===== src/rtl/stopwatch_ctrl_pkg.sv =====
// rtl/stopwatch_ctrl_pkg.sv - shared state encoding and BCD constants for the stopwatch controller
// Contents: sw_state_t (controller states), BCD_TERMINAL_DIGIT, is_counting()
package stopwatch_ctrl_pkg;

  typedef enum logic [2:0] {
    ST_IDLE    = 3'd0,
    ST_RUNNING = 3'd1,
    ST_PAUSED  = 3'd2,
    ST_LAP     = 3'd3,
    ST_DONE    = 3'd4
  } sw_state_t;

  // Highest value a BCD digit may hold; an up-count ends when every digit is here.
  localparam int unsigned BCD_TERMINAL_DIGIT = 9;

  // States in which the prescaler advances and ticks are issued.
  function automatic logic is_counting(input sw_state_t s);
    return (s == ST_RUNNING) || (s == ST_LAP);
  endfunction

endpackage


===== src/rtl/stopwatch_ctrl_edge_pulse.sv =====
// rtl/stopwatch_ctrl_edge_pulse.sv - rising-edge press detector for one debounced button
// Ports: clk, rst (sync, active-high), level (debounced button), pulse (one cycle on 0->1)
module edge_pulse (
  input  logic clk,
  input  logic rst,
  input  logic level,
  output logic pulse
);

  logic level_q;

  // History resets to 1 so a button held through reset never looks like a fresh press.
  always_ff @(posedge clk) begin
    if (rst) begin
      level_q <= 1'b1;
    end else begin
      level_q <= level;
    end
  end

  assign pulse = level & ~level_q & ~rst;

endmodule


===== src/rtl/stopwatch_ctrl.sv =====
// rtl/stopwatch_ctrl.sv - stopwatch control FSM driving an external BCD counter and display
// Ports: clk, rst (sync, active-high); start_stop, lap, clear (debounced levels);
//        mode_down (1 = count down); count (current counter value);
//        count_enable (tick pulse), count_up_down (1 = up), count_clear (clear pulse);
//        display_number (value to show), running (RUNNING or LAP), done (DONE)
module stopwatch_ctrl
  import stopwatch_ctrl_pkg::*;
#(
  parameter int NUMBER_OF_DIGITS         = 4,
  parameter int NUMBER_OF_BITS_PER_DIGIT = 4,
  parameter int TICK_DIVIDER             = 1_000_000
) (
  input  logic                                                  clk,
  input  logic                                                  rst,
  input  logic                                                  start_stop,
  input  logic                                                  lap,
  input  logic                                                  clear,
  input  logic                                                  mode_down,
  input  logic [NUMBER_OF_DIGITS*NUMBER_OF_BITS_PER_DIGIT-1:0] count,
  output logic                                                  count_enable,
  output logic                                                  count_up_down,
  output logic                                                  count_clear,
  output logic [NUMBER_OF_DIGITS*NUMBER_OF_BITS_PER_DIGIT-1:0] display_number,
  output logic                                                  running,
  output logic                                                  done
);

  localparam int W  = NUMBER_OF_DIGITS * NUMBER_OF_BITS_PER_DIGIT;
  localparam int NB = NUMBER_OF_BITS_PER_DIGIT;
  localparam int PW = $clog2(TICK_DIVIDER);

  localparam logic [PW-1:0] PRESC_LAST = PW'(TICK_DIVIDER - 1);
  localparam logic [NB-1:0] DIGIT_NINE = NB'(BCD_TERMINAL_DIGIT);

  logic start_pulse;
  logic lap_pulse;
  logic clear_pulse;

  edge_pulse u_start_edge (.clk(clk), .rst(rst), .level(start_stop), .pulse(start_pulse));
  edge_pulse u_lap_edge   (.clk(clk), .rst(rst), .level(lap),        .pulse(lap_pulse));
  edge_pulse u_clear_edge (.clk(clk), .rst(rst), .level(clear),      .pulse(clear_pulse));

  sw_state_t       state_q, next_state;
  logic [PW-1:0]   presc_q, presc_d;
  logic            count_enable_d;
  logic            up_q, up_d;
  logic            count_clear_d;
  logic [W-1:0]    display_d;
  logic            running_d;
  logic            done_d;

  logic            tick;
  logic            all_nines;
  logic            terminal;

  always_comb begin
    all_nines = 1'b1;
    for (int i = 0; i < NUMBER_OF_DIGITS; i++) begin
      if (count[i*NB +: NB] != DIGIT_NINE) begin
        all_nines = 1'b0;
      end
    end
  end

  // A terminal tick replaces the counter step instead of letting the counter wrap.
  assign tick     = is_counting(state_q) && (presc_q == PRESC_LAST);
  assign terminal = tick && (up_q ? all_nines : (count == '0));

  // State register and registered outputs.
  always_ff @(posedge clk) begin
    if (rst) begin
      state_q        <= ST_IDLE;
      presc_q        <= '0;
      count_enable   <= 1'b0;
      up_q           <= 1'b1;
      count_clear    <= 1'b1;  // still high in the first cycle after reset releases
      display_number <= '0;
      running        <= 1'b0;
      done           <= 1'b0;
    end else begin
      state_q        <= next_state;
      presc_q        <= presc_d;
      count_enable   <= count_enable_d;
      up_q           <= up_d;
      count_clear    <= count_clear_d;
      display_number <= display_d;
      running        <= running_d;
      done           <= done_d;
    end
  end

  assign count_up_down = up_q;

  // Next-state logic: clear beats everything, a finished count beats buttons,
  // start beats lap; lower-priority presses in the same cycle are dropped.
  always_comb begin
    next_state = state_q;
    if (clear_pulse) begin
      next_state = ST_IDLE;
    end else if (terminal) begin
      next_state = ST_DONE;
    end else if (start_pulse) begin
      case (state_q)
        ST_IDLE:    next_state = ST_RUNNING;
        ST_RUNNING: next_state = ST_PAUSED;
        ST_PAUSED:  next_state = ST_RUNNING;
        ST_LAP:     next_state = ST_PAUSED;
        default:    next_state = state_q;
      endcase
    end else if (lap_pulse) begin
      case (state_q)
        ST_RUNNING: next_state = ST_LAP;
        ST_LAP:     next_state = ST_RUNNING;
        default:    next_state = state_q;
      endcase
    end
  end

  // Output logic: values to be registered at the next edge.
  always_comb begin
    presc_d        = presc_q;
    count_enable_d = tick && !terminal && !clear_pulse;
    count_clear_d  = clear_pulse;
    up_d           = up_q;
    display_d      = count;
    running_d      = is_counting(next_state);
    done_d         = (next_state == ST_DONE);

    if (clear_pulse || (state_q == ST_IDLE) || (state_q == ST_DONE)) begin
      presc_d = '0;
    end else if (is_counting(state_q)) begin
      presc_d = (presc_q == PRESC_LAST) ? '0 : presc_q + 1'b1;
    end

    // Direction is only sampled when a run starts from IDLE.
    if ((state_q == ST_IDLE) && (next_state == ST_RUNNING)) begin
      up_d = ~mode_down;
    end

    // Entering LAP captures the current count; staying in LAP keeps it frozen.
    if ((next_state == ST_LAP) && (state_q == ST_LAP)) begin
      display_d = display_number;
    end
  end

endmodule


===== config.mk =====
export PLATFORM = sky130hd
export DESIGN_NAME = stopwatch_ctrl
export DESIGN_NICKNAME = d
export VERILOG_FILES = /design/src/rtl/stopwatch_ctrl_pkg.sv /design/src/rtl/stopwatch_ctrl_edge_pulse.sv /design/src/rtl/stopwatch_ctrl.sv
export SDC_FILE = /design/constraint.sdc
export NUM_CORES = 1
export LEC_CHECK = 0
export ABC_CLOCK_PERIOD_IN_PS = 3000
export CAP_MARGIN = 40
export CORE_MARGIN = 3
export CORE_UTILIZATION = 45
export DETAILED_ROUTE_END_ITERATION = 8
export GPL_TIMING_DRIVEN = 0
export PLACE_DENSITY = 0.71
export SYNTH_ARGS = -nofsm -noshare
export SYNTH_HDL_FRONTEND = slang
export SYNTH_SLANG_ARGS = --single-unit

===== constraint.sdc =====
create_clock -name clk -period 3 [get_ports clk]
set_clock_uncertainty 0.05 [all_clocks]
set_input_delay 0.45 -clock clk [delete_from_list [all_inputs] [get_ports clk]]
set_output_delay 0.45 -clock clk [all_outputs]
set_load 0.005 [all_outputs]

---- Yosys cells after proc, flatten, opt, wreduce, memory -nomap -nowiden ----
Cells that the tools add are included.
operators by class
  $add $sub $neg .......................... 1
  equality and inequality tests ........... 12
  muxes and demuxes ....................... 12
  bitwise logic cells ..................... 11
  reduce and logical (&&, ||, !) cells .... 17
operators by type and width
  cell                     count
  $add A20 B1 Y20 const B  1
  $eq A20 B20 Y1 const B   1
  $mux W20                 1
  $logic_not A16 Y1        1
  $ne A4 B4 Y1 const B     4
  $mux W3                  4
  $pmux W3 S2              2
  $eq A3 B2 Y1 const B     3
  $and A1 B1 Y1            6
  $eq A3 B1 Y1 const B     2
  $eq A3 B3 Y1 const B     2
  $logic_and A1 B1 Y1      6
  $reduce_or A2 Y1         3
  $mux W1                  5
  $not A1 Y1               5
  $logic_or A1 B1 Y1       4
  $logic_not A3 Y1         1
  $logic_not A1 Y1         2
word-level totals
  bits in registers ....................... 47
  input bits .............................. 22
  output and inout bits ................... 21
  logic and storage cells ................. 64

---- Longest topological paths before layout ----
  depth in word-level cells ............... 11
  mapped depth ............................ 10
  mapped depth without buffers ............ 7

---- Modules after synthesis ----
A second synthesis with hierarchy kept.
second synthesis, totals
  cell total of the unflattened synthesis .. 233
  area total of the unflattened synthesis .. 2175.8 um^2
by module, submodules not included
  module          times used  cells an instance  area each (um^2)  seq. area each (um^2)
  stopwatch_ctrl  1           224                2059.5            880.8
  edge_pulse      3           3                  38.8              20.0

---- Worst setup path after synthesis ----
No wires, ideal clock.
  path type ............................... reg2reg
  start ................................... register state_q[2]
  end ..................................... register display_number[10]
  library setup time ...................... 0.072 ns
  data arrival time ....................... 2.023 ns
  required time ........................... 2.878 ns
  setup slack ............................. 0.855 ns
  stages on the path, launching flop included .. 11
  path buffers ............................ 3
  period minus slack after synthesis ...... 2.145 ns
  cell sequence ........................... dfxtp_1 > inv_1 > ha_1 > buf_2 > nor4bb_1 > nor2_1 > a21oi_2 > and3_1 > buf_6 > buf_12 > mux2i_1
between the ends
  word-level cells in the longest chain between the ends .. 8
  elaborated cells between the ends (all ways) .. 17
  classes of those cells .................. eq/ne (4); mux (6); reduce/logical (7)
RTL lines
  what                                            line                                         RTL
  start: declaration                              stopwatch_ctrl.sv:43                         sw_state_t state_q, next_state;
  start signal: assignment                        stopwatch_ctrl.sv:81                         state_q <= next_state;
  $eq A3 B2 Y1 (tied with other cells)            --
  $pmux W3 S2 (tied with other cells)             stopwatch_ctrl.sv:111                        case (state_q)
  $mux W3 (tied with other cells)                 stopwatch_ctrl.sv:110                        end else if (lap_pulse) begin
  $mux W3 or $logic_and A1 B1 Y1 (tied branches)  stopwatch_ctrl.sv:102, stopwatch_ctrl.sv:67
  $mux W3                                         stopwatch_ctrl.sv:100                        end else if (terminal) begin
  $mux W3                                         stopwatch_ctrl.sv:98                         if (clear_pulse) begin
  $eq A3 B2 Y1                                    stopwatch_ctrl.sv:141                        if ((next_state == ST_LAP) && (state_q == ST_LAP)) begin
  $logic_and A1 B1 Y1 *                           stopwatch_ctrl.sv:141
  end signal: assignment                          stopwatch_ctrl.sv:86                         display_number <= display_d;
  end: declaration                                stopwatch_ctrl.sv:23                         output logic [NUMBER_OF_DIGITS*NUMBER_OF_BITS_PER_DIGIT-1:0] display_number,
Mark *: on every way between the ends. The rest lies on a longest branch, timed or not.
A chain may end at the register's enable or synchronous reset.

---- Worst setup path in the final report ----
Same ends and word-level chain as after synthesis.

==> out/metrics.yaml <==
p_sw_mw: 0.250
track_usage_pct: 16.8
hp-start: "display_number[1]"
die_w_um: 75.8
htree_num_levels: 2
clock.fmax_mhz: 399
setup_ws_ns: 0.494
cap_violations: 0
period_share_pct: 83.5
post_cts_resized: 0
clk-insertion-delay-late_ns: 0.30
reg2reg_from: "state_q[2]"
grt_pass1_wl_um: 7420
synth_fp_nets: 254
setup_viol_count_final: 0
synthDistinctLibCells: 46
gp_congestion: 0.798
start_util_pct: 48.4
postRouteAntennaNets: 0
ir_drop_mv: 0.279
final-hold-violation-count: 0
cts_buffers: 5
area_growth_syn_to_layout_pct: 27.4
cp_max_fo: 10
syn-cell-area_mm2: 0.00219
sw_frac_of_total_pct: 21.4
cts_max_path_buffers: 2
ff2ff_path_depth: 10
wire_per_inst_um: 12.8
synthArstFlopShare_pct: 0
fillCellCount: 410
wirelength_um: 4430
startpoint: "state_q[2]"
status: "completed"
setup-tns-final_ns: 0
grt_max_degree: 14
ys_seq_elements: 47
rsz0062_at_grt: "false"
via_per_inst: 5.02
drcViolationCount: 0
grt_antenna_before_repair: 0
ys_warn_count: 0
seqPwrFrac_pct: 55.4
final_util_pct: 61.6
crit_buf_inv: 4
diodes: 0
hold_buffers: 0
p_leak_nw: 0.911
hold_path_class: "reg -> reg"
drv_slew: 0
critical_path.cell_chain: "inv_1 > ha_1 > buf_2 > nor4bb_1 > nor2_1 > a21oi_2 > and3_1 > buf_6 > buf_12 > mux2i_1"
clkTransAtPathRegs_ns: 0.08
drive_above_1_share_pct: 6.79
fin_hold_ws_ns: 0.425
nets: 303
critPathSlowestCell: "nor4bb_1"
crit_type: "reg -> reg"
first_global_vias: 1660
multiInputGateArea_mm2: 0.00116
powerDensity_mw_per_mm2: 418
cts_tree: "done"
synth-main-ff-cell: "dfxtp_1"
io_pins: 43
slowest_delay_ns: 0.51
p_int_mw: 0.920
avgSynthCellArea_um2: 9.54
p_clk_share_pct: 35.3
die_area_mm2: 0.00575
min_path_cells: 2
critPathArrivalTime_ns: 2.68
dr.pass1.iters: 4
dp_cells: 337
relSlewSlack_pct: 43.2
startpoint_type: "register"
seq_area_frac_synth_pct: 42.9
post-cts-setup-buffer-count: 0
core-area_mm2: 0.00453
end_kind: "register"
dp_slack_ns: 0.240
clock_sinks: 47
port_buffers: 42
r2r-end: "display_number[10]"
grt-ovfl-total: 0
r2r_slack_ns: 0.49
drtIter0Drc: 55
regArea_um2: 941
root_buffer: "clkbuf_8"
instances_no_fill: 345
hold_end: "display_number[1]"
fp-row-count: 24
cp_top_family: "simple AND/OR/NAND/NOR gates"
required_ns: 3.18
vias: 1732
die_h_um: 75.8
place_hpwl_um: 3310
tightestPinTransition_ns: 0.846
period_needed_ns: 2.51
synth_edf_count: 0
p_comb_share_pct: 9.4
syn-instance-count: 230
==> per-layer routing <==
layer / wire length, µm / part of all wire (%) / GRT usage (%) / vias up
met2: 1890 / 43 / 24.5 / 32
met1: 2290 / 52 / 23.9 / 801
met5: 0 / 0 / 0 / -
met3: 179 / 4.0 / 3.17 / 5
met4: 69 / 1.6 / 7.57 / 0
li1: - / - / - / 894
==> synth_stat cells (2+ instances only) <==
cell type	number	area, µm²
buf_2	2	10.0
mux2i_1	18	180
or3_1	2	12.5
clkbuf_1	7	26.3
nor3_1	4	20.0
nand3_1	5	25.0
or4_1	2	15.0
dfxtp_1	47	941
inv_1	5	18.8
nor2_1	25	93.8
nand2_1	8	30.0
xor2_1	11	96.3
or2_1	4	25.0
a211oi_1	2	15.0
nand2b_1	32	200
xnor2_1	7	61.3
a21oi_1	3	15.0
ha_1	2	25.0
nor4_1	3	18.8
o21ai_0	2	10.0
and3_1	5	31.3
nand4_1	10	62.6
==> power by group through the flow <==
stage	registers, mW	clock network [mW]	logic, mW
floorplan	0.664	0	0.0396
CTS	0.648	0.426	0.111
global route	0.650	0.446	0.120
global placement	0.663	0	0.109
finish	0.648	0.412	0.109
detailed placement	0.663	0	0.110
==> cell families after synthesis <==
logic type	after synthesis	share of synthesized area (%)
simple gates	114	31.7
xor+xnor	18	7.19
mux	18	8.21
flops	47	42.9
compound gates	14	4.79
buf+inv	17	4.11
fa+ha+maj	2	1.14
==> state kept, by name (all words and copies together) (netlist names) <==
signal,cells
done,1
state_q,3
count_clear,1
running,1
presc_q,20
display_number,16
count_enable,1
count_up_down,1
u_clear_edge.level_q,1
u_start_edge.level_q,1
u_lap_edge.level_q,1
==> cell usage in the layout (no fill, tap or decap), drive strengths merged, types with 2 or more instances in the layout <==
| cell type | n |
|---|---|
| and3 | 5 |
| or2 | 4 |
| nor2 | 26 |
| clkdlybuf4s50 | 42 |
| or4 | 3 |
| buf | 4 |
| nand2 | 8 |
| nand2b | 32 |
| clkbuf | 15 |
| nand4bb | 2 |
| a21oi | 4 |
| mux2i | 18 |
| xnor2 | 7 |
| ha | 2 |
| nor3b | 2 |
| nand3 | 5 |
| a211oi | 2 |
| nor3 | 4 |
| nand4 | 10 |
| o21ai | 2 |
| xor2 | 11 |
| or3 | 2 |
| and4 | 2 |
| inv | 5 |
| dfxtp | 47 |
| nor4 | 4 |
==> final cells by class <==
type | instances | area share [%]
Buffer | 11 | 2.42
Sequential cell | 47 | 33.7
Inverter | 6 | 0.806
Clock buffer | 8 | 3.58
Timing Repair Buffer | 42 | 15.0
Tap cell | 65 | 2.91
Multi-Input combinational cell | 166 | 41.6
==> stage by stage <==
stage | power, mW | cell area (µm²)
floorplan | 0.703 | 2190
global placement | 0.772 | 2700
detailed placement | 0.773 | 2700
CTS | 1.19 | 2800
global route | 1.22 | 2800
finish | 1.17 | 2800
==> tightest hold or removal path: stages (launching register included) <==
cell and delay [ns]:
dfxtp_1 0.31, nand2b_1 0.06, mux2i_1 0.06
==> worst max path at each step <==
| stage | endpoint | slack, ns | cells after the start |
|---|---|---|---|
| floorplan | display_number[10] | 0.86 | 10 |
| global placement | presc_q[2] | 0.27 | 8 |
| detailed placement | presc_q[17] | 0.24 | 8 |
| CTS | display_number[12] | 0.49 | 9 |
| global route | display_number[13] | 0.17 | 10 |
| finish | display_number[10] | 0.49 | 10 |
Note: power is estimated with default switching activity, not from simulation.
